### src/rtl/cpu_pkg.sv
// Shared definitions for the 4-bit CPU pipeline. The fetch and execute
// stages take their widths, opcodes and bubble word from here.
package cpu_pkg;
  localparam int DATA_W = 4;
  localparam int INSN_W = 8;
  localparam int ADDR_W = 4;
  localparam int DEPTH  = 1 << ADDR_W;

  localparam logic [INSN_W-1:0] NOP_INSN = 8'h00;
  localparam logic [3:0]        OP_JMP   = 4'hF;
  localparam logic [3:0]        OP_JNC   = 4'hE;

  typedef logic [INSN_W-1:0] insn_t;
  typedef logic [ADDR_W-1:0] addr_t;

  typedef struct packed {
    logic  we;
    addr_t addr;
    insn_t data;
  } prog_req_t;

  // A jump is taken when it is unconditional, or when it is JNC and carry is clear.
  function automatic logic is_taken(input insn_t insn, input logic cflag);
    return (insn[7:4] == OP_JMP) || ((insn[7:4] == OP_JNC) && !cflag);
  endfunction
endpackage

### src/rtl/fetch_stage_if.sv
// Fetch-stage bus: program-load port, run control, carry feedback and the
// instruction word handed to execute.
interface fetch_stage_if;
  import cpu_pkg::*;
  logic  run;
  logic  prog_we;
  addr_t prog_addr;
  insn_t prog_data;
  logic  cflag;
  insn_t D_BUS;
  addr_t pc;
  logic  squash;

  modport master (output run, prog_we, prog_addr, prog_data, cflag,
                  input  D_BUS, pc, squash);
  modport slave  (input  run, prog_we, prog_addr, prog_data, cflag,
                  output D_BUS, pc, squash);
endinterface

### src/rtl/imem16x8.sv
// 16x8 instruction store: cleared to the bubble word on reset, synchronous
// write, combinational read.
module imem16x8
  import cpu_pkg::*;
(
  input  logic      clock,
  input  logic      reset,
  input  prog_req_t wr,
  input  addr_t     raddr,
  output insn_t     rdata
);
  insn_t mem [DEPTH];

  always_ff @(posedge clock or negedge reset) begin
    if (!reset) begin
      for (int i = 0; i < DEPTH; i++) mem[i] <= NOP_INSN;
    end else if (wr.we) begin
      mem[wr.addr] <= wr.data;
    end
  end

  assign rdata = mem[raddr];
endmodule

### src/rtl/fetch_stage.sv
// Instruction fetch: PC, instruction memory and D_BUS register. Jumps are
// resolved while they sit on D_BUS; a taken jump replaces the wrong-path fetch with a bubble.
module fetch_stage
  import cpu_pkg::*;
(
  input  logic                clock,
  input  logic                reset,
  fetch_stage_if.slave        bus
);
  addr_t     pc_q;
  insn_t     d_bus_q;
  insn_t     imem_rd;
  prog_req_t wr;
  logic      taken;

  // Writes only land while stalled, so a fetch never reads a word being written.
  assign wr.we   = bus.prog_we & ~bus.run;
  assign wr.addr = bus.prog_addr;
  assign wr.data = bus.prog_data;

  imem16x8 u_imem (
    .clock (clock),
    .reset (reset),
    .wr    (wr),
    .raddr (pc_q),
    .rdata (imem_rd)
  );

  assign taken = is_taken(d_bus_q, bus.cflag);

  always_ff @(posedge clock or negedge reset) begin
    if (!reset) begin
      pc_q    <= '0;
      d_bus_q <= NOP_INSN;
    end else if (taken) begin
      // Redirect wins over stall so a jump parked on D_BUS is never lost.
      pc_q    <= d_bus_q[3:0];
      d_bus_q <= NOP_INSN;
    end else if (bus.run) begin
      pc_q    <= pc_q + addr_t'(1);
      d_bus_q <= imem_rd;
    end else begin
      d_bus_q <= NOP_INSN;
    end
  end

  assign bus.D_BUS  = d_bus_q;
  assign bus.pc     = pc_q;
  assign bus.squash = taken;
endmodule

### src/flat_wrapper.sv
// flat-port wrapper written by rule: the top's interface ports become plain ports
module fetch_stage_flat import cpu_pkg::*;
  (clock, reset, bus_run, bus_prog_we, bus_prog_addr, bus_prog_data, bus_cflag, bus_D_BUS, bus_pc, bus_squash);
  fetch_stage_if bus_i ();
  input  logic clock;
  input  logic reset;
  input wire logic [$bits(bus_i.run)-1:0] bus_run;
  input wire logic [$bits(bus_i.prog_we)-1:0] bus_prog_we;
  input wire logic [$bits(bus_i.prog_addr)-1:0] bus_prog_addr;
  input wire logic [$bits(bus_i.prog_data)-1:0] bus_prog_data;
  input wire logic [$bits(bus_i.cflag)-1:0] bus_cflag;
  output wire logic [$bits(bus_i.D_BUS)-1:0] bus_D_BUS;
  output wire logic [$bits(bus_i.pc)-1:0] bus_pc;
  output wire logic [$bits(bus_i.squash)-1:0] bus_squash;
  assign bus_i.run = bus_run;
  assign bus_i.prog_we = bus_prog_we;
  assign bus_i.prog_addr = bus_prog_addr;
  assign bus_i.prog_data = bus_prog_data;
  assign bus_i.cflag = bus_cflag;
  assign bus_D_BUS = bus_i.D_BUS;
  assign bus_pc = bus_i.pc;
  assign bus_squash = bus_i.squash;
  fetch_stage u_core (.clock(clock), .reset(reset), .bus(bus_i));
endmodule
### config.mk
export PLATFORM = sky130hd
export DESIGN_NAME = fetch_stage_flat
export DESIGN_NICKNAME = d
export VERILOG_FILES = /design/src/rtl/cpu_pkg.sv /design/src/rtl/fetch_stage_if.sv /design/src/rtl/imem16x8.sv /design/src/rtl/fetch_stage.sv /design/src/flat_wrapper.sv
export SDC_FILE = /design/constraint.sdc
export NUM_CORES = 1
export LEC_CHECK = 0
export CORE_MARGIN = 5
export CORE_UTILIZATION = 30
export CTS_BUF_LIST = sky130_fd_sc_hd__clkbuf_4 sky130_fd_sc_hd__clkbuf_8
export DETAILED_ROUTE_END_ITERATION = 10
export PLACE_DENSITY_LB_ADDON = 0.15
export SLEW_MARGIN = 15
export SYNTH_ARGS = -nofsm -noshare
export SYNTH_HDL_FRONTEND = slang
export SYNTH_HIERARCHICAL = 1
export SYNTH_SLANG_ARGS = --single-unit
### constraint.sdc
create_clock -name clock -period 1.7 [get_ports clock]
set_input_delay 0.255 -clock clock [delete_from_list [all_inputs] [get_ports clock]]
set_output_delay 0.255 -clock clock [all_outputs]
set_load 0.05 [all_outputs]
# Word level (Yosys, flattened, before mapping)
# Index checks and enable logic that the tools add are counted.
[word_totals]
input_bits = 17
out_inout_bits = 13
ff_bits = 140
[op_classes]
n_eq_ne = 2
bitwise_logic = 4
add_sub_neg = 1
magnitude_cmp = 3
muxes = 10
n_reduce_logical = 5
[op_table]
columns = ["operator", "count"]
rows = [
  ["128-bit bitwise mux", 1],
  ["8-bit 2-to-1 mux", 5],
  ["8-bit binary-select mux with 4-bit select", 1],
  ["8-bit demux with 4-bit select", 1],
  ["5-bit greater-or-equal comparator (second input constant)", 2],
  ["4-bit inverter with 5-bit output", 2],
  ["4-bit equality test (second input constant)", 2],
  ["4-bit 2-to-1 mux", 2],
  ["5-bit by 1-bit less-than comparator with 1-bit output (second input constant)", 1],
  ["4-bit by 1-bit adder with 4-bit output (second input constant)", 1],
  ["1-bit logical AND", 2],
  ["2-bit nonzero test", 1],
  ["1-bit AND", 1],
  ["1-bit zero test", 1],
  ["1-bit logical OR", 1],
  ["1-bit inverter", 1],
]

# Depth between registers and ports, before layout
# Gate-level depths: netlist of the first run.
[logic_depth]
ltp_word = 6
depth_mapped = 6
ltp_nobuf = 4

# Hierarchy
# Netlist of the first run, hierarchy kept.
[by_module_without_submodules]
columns = ["module", "seq_area_each_um2", "instances", "cells_per_inst", "area_per_inst_um2"]
rows = [
  ["imem16x8", 3203.1, 1, 365, 5915.7],
  ["fetch_stage", 300.3, 1, 37, 524.3],
]

# Worst setup path after synthesis of the first run
# OpenSTA, ideal clock, no wires.
[synth_timing]
path_kind = "reg2reg"
from = "register u_core.pc_q[0], in the netlist u_core/bus.pc[0]"
to = "register u_core.d_bus_q[0], in the netlist u_core/bus.D_BUS[0]"
arrival_ns = 2.156
path_slack_ns = -0.576
setup_time_ns = 0.120
stages_incl_launch_ff = 7
period_less_slack_ns = 2.276
path_cell_list = "dfrtp_1 -> buf_2 -> buf_2 -> mux4_2 -> a22oi_1 -> nand2_1 -> and3_2"
[synth_between]
elab_chain_cells = 6
[synth_lines]
columns = ["item", "line", "source"]
rows = [
  ["start: declaration", "fetch_stage.sv:10", "addr_t pc_q;"],
  ["start signal: assignment", "fetch_stage.sv:37", "pc_q <= d_bus_q[3:0];"],
  ["start signal: assignment", "fetch_stage.sv:40", "pc_q <= pc_q + addr_t'(1);"],
  ["4-bit inverter with 5-bit output (implied by the code)", "imem16x8.sv:22", "assign rdata = mem[raddr];"],
  ["8-bit binary-select mux with 4-bit select", "imem16x8.sv:22", ""],
  ["8-bit 2-to-1 mux (implied by the code) (2 in series)", "imem16x8.sv:22", ""],
  ["net u_core.imem_rd[0]", "fetch_stage.sv:12", "insn_t imem_rd;"],
  ["8-bit 2-to-1 mux", "fetch_stage.sv:39", "end else if (bus.run) begin"],
  ["8-bit 2-to-1 mux", "fetch_stage.sv:35", "end else if (taken) begin"],
  ["end signal: assignment", "fetch_stage.sv:41", "d_bus_q <= imem_rd;"],
  ["end: declaration", "fetch_stage.sv:11", "insn_t d_bus_q;"],
]
# The timed path passes the listed nets, and every way through them passes these cells. The select of a mux whose other input is x is not followed.
# A chain may end at the register's enable or synchronous reset.

# Worst setup path in the final report of the first run
[layout_timing]
from = "register u_core.pc_q[0], in the netlist u_core/bus.pc[0]"
to = "register u_core.d_bus_q[6], in the netlist u_core/bus.D_BUS[6]"
# Same word-level chain as after synthesis.

==> impl_metrics.ini, run 1 <==
[clocking]
cts_buffer_depth = 2
cts_tree = yes
htree_levels = 4
clock_latency_ns = 0.45
cts_inserted_buffers = 17
clkTransAtPathRegs_ns = 0.08
clock_tree.root_cell = sky130_fd_sc_hd__clkbuf_8
tritoncts_num_sinks = 140

[worst_setup_path]
path_cells = buf_12, buf_16, mux4_2, a22oi_2, nand2_2, and3_1
critPathSlowestCell = sky130_fd_sc_hd__mux4_2
worst_path_largest_cell_delay_ns = 0.52
endpoint_kind = register
worst-endpoint-required_ns = 2.05
worstSetupStartpointType = register
worstPathBufferInverterCount = 2
crit_arrival_ns = 2.21
path_max_fanout = 13
timing.setup.critical_path_class = register to register
worst_path_dominant_cell_family = multiplexers

[sta]
fin_hold_ws_ns = 0.280
final_min_period_over_clock_period_pct = 109
final-max-slew-violation-count = 0
skew_ns = 0.0106
final-hold-violation-count = 0
max-slew-margin-rel_pct = 57.2
setup_tns_final_ns = -1.03
worst_slack_ns = -0.158
min_period_ns = 1.86
timing.final.setup_violations = 9
worst-slew-pin-transition_ns = 0.639
max_frequency_mhz = 538
rsz0062_at_grt = true

[global_routing]
grt_start_max_net_pins = 53
globalRouteTotalUtil_pct = 13.8
vias_in_the_first_global_route = 4094
antenna_found_initial = 0
grt_first_pass_wirelength_um = 25000
overflow = 0

[drt]
detail_route.wirelength_um = 15800
first_drt_pass_iteration_count = 4
dr.first_iter.drc_count = 172
drt-vias-per-instance = 4.82
remaining_drc_errors = 0
vias = 3795
route.antenna.remaining_nets = 0
wl_per_cell_um = 20.0

[finish]
final_instance_area_um2 = 8240
final_cells = 788
most-common-layout-cells = sky130_fd_sc_hd__dfrtp_1 (138), sky130_fd_sc_hd__mux2_2 (123), sky130_fd_sc_hd__buf_4 (70), sky130_fd_sc_hd__mux4_2 (32), sky130_fd_sc_hd__clkbuf_8 (18)
area_delta_synth_final_pct = 27.9
final_net_count = 518
multi_input_logic_area_um2 = 2940
layout_commonest_cell = sky130_fd_sc_hd__dfrtp_1
fraction_of_layout_cells_with_a_size_suffix_above_1_pct = 65.3
antenna_diode_instance_count = 0
fillCellCount = 1974
seq_area_um2 = 3510

[worst_hold_path]
holdCritPathClass = input port to asynchronous set/reset pin

[power]
power.ir.vdd_worst_v = 0.000409
p_per_area_nw_per_um2 = 1480
static-leakage-power_nw = 3.65

[floorplanning]
core.rowCount = 53
start_util_pct = 30.5
io_pins = 30
die_area_um2 = 24500
die_y_um = 157
die_w_um = 157
core_area_um2 = 21100

[place]
port_buffers = 29
placed_cell_area_um2 = 7570
placement.setup.worst_slack_ns = -0.476
hpwl_um = 10800
place_congestion = 0.760
placed_cells = 743

[yosys]
synth-seq-area-share_pct = 54.4
syn_area_per_cell_um2 = 16.0
synth.ff_latch_count = 140
number_of_warnings_printed_during_yosys_synthesis = 6
synth.net_count = 420
netlist-cell-type-count = 33
syn-instance-count = 402
syn_area_um2 = 6440

[run]
cap_violations = 0

[run_status]
violations = setup timing
outcome = complete, but fails checks
==> where the power goes <==
group | switching [mW] | internal [mW] | total (mW)
Clock | 1.32 | 1.21 | 2.53
Sequential | 0.458 | 4.07 | 4.52
Combinational | 2.35 | 2.82 | 5.17
==> path summary, 6_finish.rpt <==
path | from | cells past startpoint | slack (ns) | end
setup / recovery | u_core/bus.pc[0]$_DFFE_PN0P_ | 6 | -0.16 | u_core/bus.D_BUS[6]$_DFF_PN0_
hold / removal | reset | 2 | 0.28 | u_core/bus.D_BUS[0]$_DFF_PN0_
setup reg to reg | u_core/bus.pc[0]$_DFFE_PN0P_ | 6 | -0.16 | u_core/bus.D_BUS[6]$_DFF_PN0_
hold reg to reg | u_core/u_imem/mem[94]$_DFFE_PN0P_ | 1 | 0.51 | u_core/u_imem/mem[94]$_DFFE_PN0P_
max in group asynchronous | reset | 3 | 0.80 | u_core/u_imem/mem[46]$_DFFE_PN0P_
min in group clock | bus_run | 3 | 0.43 | u_core/bus.D_BUS[4]$_DFF_PN0_
==> synth_stat cells <==
library cell,number,share of area (%)
sky130_fd_sc_hd__nand3_1,2,0.16
sky130_fd_sc_hd__nor3_4,3,0.76
sky130_fd_sc_hd__nand4_1,1,0.097
sky130_fd_sc_hd__nor2_1,1,0.058
sky130_fd_sc_hd__buf_1,2,0.12
sky130_fd_sc_hd__and3_2,7,0.82
sky130_fd_sc_hd__nor2b_1,3,0.29
sky130_fd_sc_hd__nand3b_1,2,0.23
sky130_fd_sc_hd__buf_4,2,0.23
sky130_fd_sc_hd__buf_6,3,0.52
sky130_fd_sc_hd__buf_2,6,0.47
sky130_fd_sc_hd__or3_1,2,0.19
sky130_fd_sc_hd__mux2_2,124,22
sky130_fd_sc_hd__a22oi_1,16,1.9
sky130_fd_sc_hd__mux2_4,9,2.1
sky130_fd_sc_hd__ha_1,1,0.19
sky130_fd_sc_hd__mux4_2,32,11
sky130_fd_sc_hd__inv_1,2,0.12
sky130_fd_sc_hd__and3_1,1,0.097
sky130_fd_sc_hd__nor4_4,1,0.33
sky130_fd_sc_hd__nand2b_1,1,0.097
sky130_fd_sc_hd__xnor2_1,2,0.27
sky130_fd_sc_hd__nor3_2,3,0.47
sky130_fd_sc_hd__and2_1,1,0.097
sky130_fd_sc_hd__clkbuf_1,12,0.70
sky130_fd_sc_hd__nor2_2,6,0.58
sky130_fd_sc_hd__xor2_1,1,0.14
sky130_fd_sc_hd__nand2_1,11,0.64
sky130_fd_sc_hd__dfrtp_1,140,54
sky130_fd_sc_hd__or4_4,1,0.17
sky130_fd_sc_hd__clkbuf_2,1,0.078
sky130_fd_sc_hd__nand2b_4,2,0.43
sky130_fd_sc_hd__o2111ai_4,1,0.41
==> timing repair <==
item,4_1_cts,5_1_grt
pin swaps,4,4
cloned,2,0
hold buffers,1,0
gates resized for setup,20,13
setup buffers,7,3
hold endpoints to repair,37,0
endpoints found under the setup margin,12,13
==> state kept, by name, indices dropped and copies added, names as in the netlist <==
name,cells
u_core/bus.pc,4
u_core/bus.D_BUS,8
u_core/u_imem/mem,128
==> final cells by class <==
type	instances	share of cell area, %
Tap cell	275	4.18
Multi-Input combinational cell	234	35.7
Clock inverter	13	1.40
Timing Repair Buffer	105	13.0
Clock buffer	19	3.10
Sequential cell	140	42.6
Inverter	2	0.0911
==> kinds of logic (layout without fill, tap and decap cells) <==
| kind of cell | count (synthesis) | after routing | synth area share, % |
|---|---|---|---|
| simple gates | 48 | 48 | 5.52 |
| buf+inv | 28 | 139 | 2.23 |
| flops | 140 | 140 | 54.4 |
| mux | 165 | 165 | 35.0 |
| compound gates | 17 | 17 | 2.27 |
| xor+xnor | 3 | 3 | 0.408 |
| fa+ha+maj | 1 | 1 | 0.194 |
==> through the flow <==
step,power (mW),utilization [%]
finish,12.2,39.1
global route,12.9,39.1
CTS,12.2,38.7
detailed placement,9.04,35.9
global placement,8.98,35.9
floorplan,7.46,-
==> per-layer routing <==
layer / part of all wire (%) / up-vias / wire [um] / GRT usage, %
met5: 0 / - / 0 / 0
li1: - / 1704 / - / -
met3: 3.3 / 18 / 516 / 3.40
met1: 49 / 2023 / 7690 / 19.7
met2: 46 / 50 / 7330 / 20.8
met4: 1.5 / 0 / 239 / 4.38
Power figures use the tool's default switching activity.
==> run 2: changes to the inputs <==
Settings changed: CORE_MARGIN 5 to default.
==> impl_metrics.ini, run 2 (synthesis results as in run 1) <==
[run_status]
outcome = complete, but fails checks
violations = setup timing

[floorplanning]
die_y_um = 149
die_area_um2 = 22100
core.rowCount = 53
die_w_um = 149
core_area_um2 = 21000
start_util_pct = 30.6
io_pins = 30

[power]
power.switching_fraction_pct = 32.2
seqPwrFrac_pct = 37.2
p_per_area_nw_per_um2 = 1470
p_comb_share_pct = 39.8
clock_power_share_pct = 23.1
power.ir.vdd_worst_v = 0.000504
netSwitchingPower_mw = 3.91
static-leakage-power_nw = 3.63
p_int_mw = 8.22

[drt]
dr.first_iter.drc_count = 161
wl_per_cell_um = 19.7
detail_route.wirelength_um = 15400
remaining_drc_errors = 0
met2_length_um = 7780
detailroute.wirelength.met3_um = 395
route.antenna.remaining_nets = 0
drt-vias-per-instance = 4.80
vias = 3742
routedLengthMet1_um = 7030
highest_routing_layer_actually_used = met4
first_drt_pass_iteration_count = 4

[finish]
area_delta_synth_final_pct = 27.8
antenna_diode_instance_count = 0
most-common-layout-cells = sky130_fd_sc_hd__dfrtp_1 (138), sky130_fd_sc_hd__mux2_2 (124), sky130_fd_sc_hd__buf_4 (57), sky130_fd_sc_hd__mux4_2 (32), sky130_fd_sc_hd__clkbuf_8 (23)
layout_commonest_cell = sky130_fd_sc_hd__dfrtp_1
largest_reg_flops = 128
largest_register = u_core/u_imem/mem
final_net_count = 510
fraction_of_layout_cells_with_a_size_suffix_above_1_pct = 64.0
layout.core_utilization_pct = 39.1

[sta]
max-slew-margin-rel_pct = 56.8
timing.final.setup_violations = 8
setup_tns_final_ns = -0.882
skew_ns = 0.00780
max_frequency_mhz = 543
final_min_period_over_clock_period_pct = 108
final-hold-violation-count = 0
rsz0062_at_grt = true
worst_slack_ns = -0.142
worst-slew-pin-transition_ns = 0.645
min_period_ns = 1.84
final-max-slew-violation-count = 0

[worst_setup_path]
timing.setup.critical_path_class = register to register
worst-endpoint-required_ns = 2.05
endpoint_kind = register
crit-reg2reg-capture = u_core/bus.D_BUS[1]$_DFF_PN0_
r2r_start = u_core/bus.pc[0]$_DFFE_PN0P_
r2r_slack_ns = -0.14
crit_arrival_ns = 2.19
rr_worst_depth = 6
path_max_fanout = 5
worstSetupStartpointType = register

[clocking]
clock_latency_ns = 0.45
clock_tree.root_cell = sky130_fd_sc_hd__clkbuf_8
cts_buffer_depth = 2
cts_inserted_buffers = 17
clkTransAtPathRegs_ns = 0.08
htree_levels = 4
tritoncts_num_sinks = 140
cts_tree = yes

[global_routing]
vias_in_the_first_global_route = 4163
grt_first_pass_wirelength_um = 24600
grt_start_max_net_pins = 53
globalRouteTotalUtil_pct = 15.4
antenna_found_initial = 0
overflow = 0

[run]
cap_violations = 0

[worst_hold_path]
holdCritPathClass = input port to asynchronous set/reset pin

[place]
port_buffers = 29
place_congestion = 0.764
hpwl_um = 10700
run 2: cell count changes in the layout (fill, tap and decap cells not counted), moves of 3 or more:
cell,previous run,this run
sky130_fd_sc_hd__clkinvlp_4,4,1
sky130_fd_sc_hd__buf_4,70,57
sky130_fd_sc_hd__inv_6,3,0
sky130_fd_sc_hd__clkbuf_8,18,23
sky130_fd_sc_hd__buf_12,13,20
run 2: how the worst max path moves through the flow:
stage / from / slack, ns / endpoint / cells after the start
6_report: u_core/bus.pc[0]$_DFFE_PN0P_ / -0.14 / u_core/bus.D_BUS[1]$_DFF_PN0_ / 6
5_1_grt: u_core/bus.pc[0]$_DFFE_PN0P_ / -0.22 / u_core/bus.D_BUS[6]$_DFF_PN0_ / 5
4_1_cts: u_core/bus.pc[0]$_DFFE_PN0P_ / -0.18 / u_core/bus.D_BUS[0]$_DFF_PN0_ / 6
3_5_place_dp: bus_prog_we / -0.39 / u_core/u_imem/mem[124]$_DFFE_PN0P_ / 5
3_3_place_gp: bus_run / -0.36 / u_core/u_imem/mem[121]$_DFFE_PN0P_ / 5
2_1_floorplan: u_core/bus.pc[0]$_DFFE_PN0P_ / -0.17 / u_core/bus.D_BUS[3]$_DFF_PN0_ / 6
run 2: stage by stage:
step           power (mW)  instances  setup WS (ns)  cell area [um2]  hold slack, ns
2_1_floorplan        7.46        402         -0.171             6530         -0.0406
3_3_place_gp         8.95        741         -0.360             7630           0.251
3_5_place_dp         9.01        741         -0.393             7630           0.263
4_1_cts              12.2        779         -0.179             8200           0.320
5_1_grt              12.8        780         -0.216             8230           0.357
6_report             12.1        780         -0.142             8230           0.329
run 2: critical path, stage by stage (launching register included):
cell and delay (ns):
sky130_fd_sc_hd__dfrtp_2 0.45, sky130_fd_sc_hd__buf_12 0.17, sky130_fd_sc_hd__buf_12 0.13, sky130_fd_sc_hd__mux4_2 0.50
sky130_fd_sc_hd__a22oi_2 0.22, sky130_fd_sc_hd__nand2_1 0.10, sky130_fd_sc_hd__and3_4 0.17
run 2: routing by layer:
layer / up-vias / track usage [%]
li1: 1683 / -
met1: 1998 / 19.7
met2: 47 / 25.6
met3: 14 / 3.50
met4: 0 / 4.74
met5: - / 0
run 2: layout make-up:
class	instances	area, um2
multi-input combinational	234	2900
inverter	2	7.51
clock buffer	26	339
fill	1920	12800
sequential	140	3510
timing repair buffer	97	1050
clock inverter	6	82.6
tap	275	344
run 2: what timing repair did:
| action | in CTS | in global routing |
|---|---|---|
| setup buffers | 4 | 1 |
| setup endpoints to repair | 9 | 10 |
| hold buffers | 1 | 0 |
| resized for setup | 14 | 6 |
| hold endpoints to repair | 46 | 0 |
| pin swaps | 5 | 2 |
| gates cloned | 1 | 0 |
run 2: power by group through the flow:
stage / combinational (mW) / clock [mW] / sequential (mW)
global route: 5.13 / 3.04 / 4.61
detailed placement: 4.45 / 0 / 4.56
global placement: 4.42 / 0 / 4.54
finish: 4.82 / 2.80 / 4.51
CTS: 4.83 / 2.90 / 4.51
floorplan: 2.51 / 0 / 4.95
